$ cat src/rtl/freq_sweep_ctrl_if.sv
// Configuration/status bundle between the sweep controller
// and its register front end / slow-clock divider.
interface freq_sweep_ctrl_if #(
  parameter int W = 32
);
  logic         START;
  logic         ABORT;
  logic [1:0]   MODE;
  logic [W-1:0] F_START;
  logic [W-1:0] F_STOP;
  logic [W-1:0] F_STEP;
  logic [W-1:0] DWELL;
  logic [W-1:0] FREQ;
  logic [W-1:0] THRESHOLD;
  logic         CFG_VALID;
  logic         BUSY;
  logic         DONE;

  modport master (
    output START, ABORT, MODE,
    output F_START, F_STOP, F_STEP, DWELL,
    input  FREQ, THRESHOLD,
    input  CFG_VALID, BUSY, DONE
  );

  modport slave (
    input  START, ABORT, MODE,
    input  F_START, F_STOP, F_STEP, DWELL,
    output FREQ, THRESHOLD,
    output CFG_VALID, BUSY, DONE
  );
endinterface

$ cat src/rtl/freq_sweep_ctrl.sv
// Frequency sweep sequencer: steps FREQ between two endpoints and
// computes CLK_HZ/(2*FREQ) with a fixed-latency restoring divider.
module freq_sweep_ctrl #(
  parameter int unsigned CLK_HZ = 100000000,
  parameter int          W      = 32
) (
  input logic              CLK,
  input logic              RST,
  freq_sweep_ctrl_if.slave bus
);
  typedef enum logic [1:0] {
    S_IDLE, S_CALC, S_DWELL, S_STEP
  } state_t;

  localparam int          CW  = $clog2(W + 1);
  localparam logic [W-1:0] DVD = W'(CLK_HZ);

  state_t       state_q, state_d;
  logic [1:0]   mode_q, mode_d;
  logic [W-1:0] fs_q, fs_d;
  logic [W-1:0] fe_q, fe_d;
  logic [W-1:0] st_q, st_d;
  logic [W-1:0] dw_q, dw_d;
  logic         up_q, up_d;
  logic [W-1:0] cand_q, cand_d;
  logic [W:0]   rem_q, rem_d;
  logic [W-1:0] quo_q, quo_d;
  logic [CW-1:0] cnt_q, cnt_d;
  logic [W-1:0] dcnt_q, dcnt_d;
  logic [W-1:0] freq_q, freq_d;
  logic [W-1:0] thr_q, thr_d;
  logic         cfg_q, cfg_d;

  logic [W:0]   dvs;
  logic [W+1:0] rsh;
  logic         ge;
  logic [W-1:0] hi, lo, tgt;
  logic         at_end;
  logic         single;
  logic         fin;

  // Clamped step toward tgt; sum/difference kept wide so it never wraps.
  function automatic logic [W-1:0] step_fn(
    input logic [W-1:0] cur,
    input logic [W-1:0] stp,
    input logic [W-1:0] lim,
    input logic         up
  );
    logic [W:0] s;
    s = {1'b0, cur} + {1'b0, stp};
    if (up) begin
      step_fn = (s > {1'b0, lim}) ? lim : s[W-1:0];
    end else if (cur < stp || (cur - stp) < lim) begin
      step_fn = lim;
    end else begin
      step_fn = cur - stp;
    end
  endfunction

  // Divider datapath and endpoint decode shared by the FSM.
  always_comb begin
    dvs    = {cand_q, 1'b0};
    rsh    = {rem_q, quo_q[W-1]};
    ge     = rsh >= {1'b0, dvs};
    hi     = (fe_q >= fs_q) ? fe_q : fs_q;
    lo     = (fe_q >= fs_q) ? fs_q : fe_q;
    tgt    = up_q ? hi : lo;
    at_end = (cand_q == tgt) || (st_q == '0);
    single = (mode_q == 2'b00) || (mode_q == 2'b11);
    fin    = (state_q == S_STEP) && at_end && single;
  end

  // Next-state and datapath updates; ABORT overrides everything but IDLE.
  always_comb begin
    state_d = state_q;
    mode_d  = mode_q;
    fs_d    = fs_q;
    fe_d    = fe_q;
    st_d    = st_q;
    dw_d    = dw_q;
    up_d    = up_q;
    cand_d  = cand_q;
    rem_d   = rem_q;
    quo_d   = quo_q;
    cnt_d   = cnt_q;
    dcnt_d  = dcnt_q;
    freq_d  = freq_q;
    thr_d   = thr_q;
    cfg_d   = 1'b0;
    unique case (state_q)
      S_IDLE: begin
        if (bus.START && !bus.ABORT) begin
          mode_d  = bus.MODE;
          fs_d    = bus.F_START;
          fe_d    = bus.F_STOP;
          st_d    = bus.F_STEP;
          dw_d    = bus.DWELL;
          up_d    = bus.F_STOP >= bus.F_START;
          cand_d  = bus.F_START;
          rem_d   = '0;
          quo_d   = DVD;
          cnt_d   = '0;
          state_d = S_CALC;
        end
      end
      S_CALC: begin
        rem_d = (W+1)'(ge ? rsh - {1'b0, dvs} : rsh);
        quo_d = {quo_q[W-2:0], ge};
        cnt_d = cnt_q + 1'b1;
        if (cnt_q == CW'(W - 1)) begin
          freq_d  = cand_q;
          thr_d   = (cand_q == '0) ? '0 : {quo_q[W-2:0], ge};
          cfg_d   = 1'b1;
          dcnt_d  = (dw_q == '0) ? '0 : dw_q - 1'b1;
          state_d = S_DWELL;
        end
      end
      S_DWELL: begin
        if (dcnt_q == '0) begin
          state_d = S_STEP;
        end else begin
          dcnt_d = dcnt_q - 1'b1;
        end
      end
      S_STEP: begin
        rem_d   = '0;
        quo_d   = DVD;
        cnt_d   = '0;
        state_d = S_CALC;
        if (!at_end) begin
          cand_d = step_fn(cand_q, st_q, tgt, up_q);
        end else if (single) begin
          state_d = S_IDLE;
        end else if (mode_q == 2'b01) begin
          cand_d = fs_q;
        end else begin
          up_d   = ~up_q;
          cand_d = step_fn(cand_q, st_q, up_q ? lo : hi, ~up_q);
        end
      end
      default: state_d = S_IDLE;
    endcase
    if (bus.ABORT && state_q != S_IDLE) begin
      state_d = S_IDLE;
      freq_d  = freq_q;
      thr_d   = thr_q;
      cfg_d   = 1'b0;
    end
  end

  // State register with synchronous reset.
  always_ff @(posedge CLK) begin
    if (RST) begin
      state_q <= S_IDLE;
      mode_q  <= '0;
      fs_q    <= '0;
      fe_q    <= '0;
      st_q    <= '0;
      dw_q    <= '0;
      up_q    <= 1'b0;
      cand_q  <= '0;
      rem_q   <= '0;
      quo_q   <= '0;
      cnt_q   <= '0;
      dcnt_q  <= '0;
      freq_q  <= '0;
      thr_q   <= '0;
      cfg_q   <= 1'b0;
    end else begin
      state_q <= state_d;
      mode_q  <= mode_d;
      fs_q    <= fs_d;
      fe_q    <= fe_d;
      st_q    <= st_d;
      dw_q    <= dw_d;
      up_q    <= up_d;
      cand_q  <= cand_d;
      rem_q   <= rem_d;
      quo_q   <= quo_d;
      cnt_q   <= cnt_d;
      dcnt_q  <= dcnt_d;
      freq_q  <= freq_d;
      thr_q   <= thr_d;
      cfg_q   <= cfg_d;
    end
  end

  assign bus.FREQ      = freq_q;
  assign bus.THRESHOLD = thr_q;
  assign bus.CFG_VALID = cfg_q;
  assign bus.BUSY      = (state_q != S_IDLE) && !fin;
  assign bus.DONE      = fin && !bus.ABORT;
endmodule

$ cat src/flat_wrapper.sv
// flat-port wrapper written by rule: the top's interface ports become plain ports
module freq_sweep_ctrl_flat 
#(
  parameter int unsigned CLK_HZ = 100000000,
  parameter int          W      = 32
)
  (CLK, RST, bus_START, bus_ABORT, bus_MODE, bus_F_START, bus_F_STOP, bus_F_STEP, bus_DWELL, bus_FREQ, bus_THRESHOLD, bus_CFG_VALID, bus_BUSY, bus_DONE);
  freq_sweep_ctrl_if #(.W(W)) bus_i ();
  input logic CLK;
  input logic RST;
  input wire logic [$bits(bus_i.START)-1:0] bus_START;
  input wire logic [$bits(bus_i.ABORT)-1:0] bus_ABORT;
  input wire logic [$bits(bus_i.MODE)-1:0] bus_MODE;
  input wire logic [$bits(bus_i.F_START)-1:0] bus_F_START;
  input wire logic [$bits(bus_i.F_STOP)-1:0] bus_F_STOP;
  input wire logic [$bits(bus_i.F_STEP)-1:0] bus_F_STEP;
  input wire logic [$bits(bus_i.DWELL)-1:0] bus_DWELL;
  output wire logic [$bits(bus_i.FREQ)-1:0] bus_FREQ;
  output wire logic [$bits(bus_i.THRESHOLD)-1:0] bus_THRESHOLD;
  output wire logic [$bits(bus_i.CFG_VALID)-1:0] bus_CFG_VALID;
  output wire logic [$bits(bus_i.BUSY)-1:0] bus_BUSY;
  output wire logic [$bits(bus_i.DONE)-1:0] bus_DONE;
  assign bus_i.START = bus_START;
  assign bus_i.ABORT = bus_ABORT;
  assign bus_i.MODE = bus_MODE;
  assign bus_i.F_START = bus_F_START;
  assign bus_i.F_STOP = bus_F_STOP;
  assign bus_i.F_STEP = bus_F_STEP;
  assign bus_i.DWELL = bus_DWELL;
  assign bus_FREQ = bus_i.FREQ;
  assign bus_THRESHOLD = bus_i.THRESHOLD;
  assign bus_CFG_VALID = bus_i.CFG_VALID;
  assign bus_BUSY = bus_i.BUSY;
  assign bus_DONE = bus_i.DONE;
  freq_sweep_ctrl #(.CLK_HZ(CLK_HZ), .W(W)) u_core (.CLK(CLK), .RST(RST), .bus(bus_i));
endmodule
$ cat config.mk
export PLATFORM = sky130hd
export DESIGN_NAME = freq_sweep_ctrl_flat
export DESIGN_NICKNAME = d
export VERILOG_FILES = /design/src/rtl/freq_sweep_ctrl_if.sv /design/src/rtl/freq_sweep_ctrl.sv /design/src/flat_wrapper.sv
export SDC_FILE = /design/constraint.sdc
export NUM_CORES = 2
export LEC_CHECK = 0
export BUFFER_PORTS_ARGS = -buffer_cell sky130_fd_sc_hd__buf_2
export CAP_MARGIN = 20
export CORE_ASPECT_RATIO = 0.8
export CORE_MARGIN = 5
export CORE_UTILIZATION = 60
export CTS_BUF_LIST = sky130_fd_sc_hd__clkbuf_2
export CTS_CLUSTER_SIZE = 24
export DETAILED_ROUTE_END_ITERATION = 10
export PLACE_DENSITY = 0.79
export SETUP_SLACK_MARGIN = 0.5
export SLEW_MARGIN = 10
export SYNTH_ARGS = -nofsm -noshare
export SYNTH_HDL_FRONTEND = slang
export SYNTH_SLANG_ARGS = --single-unit
$ cat constraint.sdc
create_clock -name CLK -period 7.6 [get_ports CLK]
set_input_delay 0.38 -clock CLK [delete_from_list [all_inputs] [get_ports CLK]]
set_output_delay 0.38 -clock CLK [all_outputs]
set_load 0.1 [all_outputs]
==> flow_summary.toml <==
[clocking]
clk_latency_ns = 1.22
cts_tree = "built"
cts_buffers = 89
clk_path_buf_depth = 3
htreeDepth = 3
cts_sinks = 333
cts.reportedPaths.clkPinSlew_ns = 0.12
root_buffer = "clkbuf_2"

[timing]
setup_viol = 0
fin_crit_ns = 6.95
slew_violations = 0
max_freq_mhz = 144
holdWs_ns = 0.0929
timing.final.crit_share = 0.914
worstMarginPinSlew_ns = 1.31
finClkSkew_ns = 0.148
setup_tns_ns = 0
grt_setup_unrepaired = "false"
maxSlewHeadroom = 0.125
hold_violations = 0

[yosys]
syn-num-nets = 4090
yosysTopAreaCell = "dfxtp_1"
synth_most_common_cell = "nand2_1"
syn_area_sq_mm = 0.0275
syn_avg_cell_area_sq_um = 7.51
synth_top_area_share = 0.242
synth_seq_cells = 333
synth.distinct_cells = 94
synthFlopType = "dfxtp_1"
synth_area_leaders = "dfxtp_1, ha_1, a21oi_1"
ys_seq_area_frac = 0.242
ys_async_sr_fraction = 0
synth-edff-count = 0
synth_cells = 3665
yosysWarnings = 0
synth_common_cells = "nand2_1, a21oi_1, dfxtp_1"

[detailed_routing]
wl_per_cell_um = 23.6
wl_um = 114000
drc_errors = 0
drtIter0Drc = 4618
vias = 31110
vias_per_cell = 6.43
postRouteAntennaNets = 0
drt-pass1-iter-count = 8

[worst_setup_path]
crit_type = "flop to flop"
worstSetupStartpoint = "u_core.cand_q[0]"
worstPathRequired_ns = 8.67
startpoint_type = "flop"
critPathMaxFanout = 47
r2r-start = "u_core.cand_q[0]"
arrival_ns = 8.02
cp-end-kind = "flop"

[layout]
syn2layout_area_growth_pct = 22.1
drive_above_1_share = 0.134
layout.nets = 4592
nFillCells = 3565

[global_routing]
grt_pass1_vias = 29804
grt_pass1_wl_um = 174000
grt_overflow = 0
grt_usage = 0.432
grt_max_degree = 162
antenna_found_initial = 8

[flow_run]
drv_cap = 0

[power]
p_leak_uw = 0.0147
max-vdd-ir-drop_v = 0.000525
fin_total_pwr_uw = 17600
power_density_mw_per_mm2 = 523

[die]
dieArea_sq_mm = 0.0503
fp-row-count = 70
die_w_um = 249
ios = 201
core_sq_mm = 0.0455
dieHeight_um = 202
start_util = 0.604

[min_path]
hold_path.class = "primary input to flop"
min_from = "bus_F_START[18]"

[place]
place_hpwl_um = 78300
gp_routability_congestion = 1.08
portBuffers = 200

[outcome]
status = "complete, no violations"
==> state kept, by name (all words and copies together) (netlist names) <==
name,cells
u_core.rem_q,33
u_core.bus.FREQ,32
u_core.bus.THRESHOLD,32
u_core.cand_q,32
u_core.dcnt_q,32
u_core.dw_q,32
u_core.fe_q,32
u_core.fs_q,32
u_core.quo_q,32
u_core.st_q,32
u_core.cnt_q,6
u_core.mode_q,2
u_core.state_q,2
u_core.bus.CFG_VALID,1
u_core.up_q,1
==> power by group <==
part | internal [uW] | switching, uW | total (uW)
registers | 1990 | 362 | 2350
clock network | 574 | 874 | 1450
logic | 5370 | 8390 | 13800
==> final cells by class <==
class,instances,area (sq um),area share
Clock buffer,116,581,0.0173
Clock inverter,35,295,0.00879
Sequential cell,333,6670,0.199
Multi-Input combinational cell,2859,19200,0.571
Antenna cell,3,7.51,0.000223
Inverter,248,931,0.0277
Timing Repair Buffer,636,5160,0.154
Tap cell,612,766,0.0228
==> kinds of logic after synthesis <==
family                   count (synthesis)  synth area share
AND/OR/NAND/NOR                       1171             0.193
AO/OA/AOI/OAI                         1026             0.235
buffers and inverters                  473            0.0667
flip-flops                             333             0.242
adder cells (fa/ha/maj)                293             0.134
multiplexers                           203            0.0759
XOR/XNOR                               166            0.0528
==> through the flow <==
stage	util	instances	area (sq um)	worst slack [ns]
6_report	0.738	4842	33600	0.653
3_5_place_dp	0.648	4377	29500	0.687
3_3_place_gp	0.648	4376	29500	0.795
2_1_floorplan	-	3665	27500	1.31
4_1_cts	0.735	4836	33500	0.649
5_1_grt	0.738	4842	33600	0.519
==> routing by layer <==
metal	global-route usage	wire, um	vias up
met1	0.577	45400	14339
li1	-	-	14093
met5	0.00571	66	-
met2	0.625	45900	2208
met3	0.158	16900	462
met4	0.190	5850	8
==> placed cells by master (no fill, tap or decap), types with 27 or more instances in the layout <==
| cell type | synthesis | routed |
|---|---|---|
| a21o_1 | 83 | 83 |
| ha_1 | 288 | 287 |
| nand3_1 | 62 | 62 |
| mux2_2 | 35 | 35 |
| nor2_1 | 256 | 250 |
| nand2b_1 | 30 | 30 |
| nor3_1 | 61 | 60 |
| nand4_1 | 63 | 63 |
| buf_2 | 29 | 200 |
| buf_4 | 2 | 118 |
| mux2i_1 | 161 | 160 |
| a21oi_1 | 400 | 397 |
| xnor2_1 | 122 | 120 |
| inv_1 | 246 | 246 |
| o21ai_0 | 171 | 171 |
| o22ai_1 | 27 | 27 |
| a22oi_1 | 62 | 62 |
| dlygate4sd3_1 | 0 | 308 |
| nand2_1 | 521 | 521 |
| xor2_1 | 44 | 44 |
| dfxtp_1 | 333 | 330 |
| clkbuf_2 | 0 | 116 |
| nor4_1 | 46 | 45 |
| nor2b_1 | 30 | 30 |
==> path summary, 6_finish.rpt <==
| kind | end | slack, ns | depth (start not counted) |
|---|---|---|---|
| setup / recovery | u_core.cand_q[1] | 0.65 | 26 |
| hold / removal | u_core.fs_q[18] | 0.09 | 4 |
| setup reg to reg | u_core.cand_q[1] | 0.65 | 26 |
| hold reg to reg | u_core.bus.FREQ[7] | 0.46 | 2 |
==> critical path, stage by stage, from the launching register on <==
cell      delay (ns)
dfxtp_1         0.34
buf_4           0.18
ha_1            0.24
fa_1            0.41
nor2b_1         0.17
o311a_1         0.37
o221ai_1        0.40
a211oi_1        0.22
a211o_1         0.41
nand2_1         0.10
a21oi_1         0.08
xnor2_1         0.64
ha_1            0.39
a21o_1          0.18
a21oi_1         0.14
nor2b_1         0.05
o21ai_0         0.18
a21oi_1         0.15
nor4_2          0.38
o22ai_1         0.25
nor2_4          0.16
buf_12          0.28
mux2_2          0.37
mux2i_1         0.13
a221oi_1        0.09
a221o_1         0.35
o21ai_0         0.07
==> what timing repair did <==
action	CTS	global route
hold endpoints to repair	202	0
buffers inserted	0	2
resized for setup	0	19
endpoints found under the setup margin	0	33
hold buffers	308	0
No activity file was read; power rests on OpenSTA's default activity.
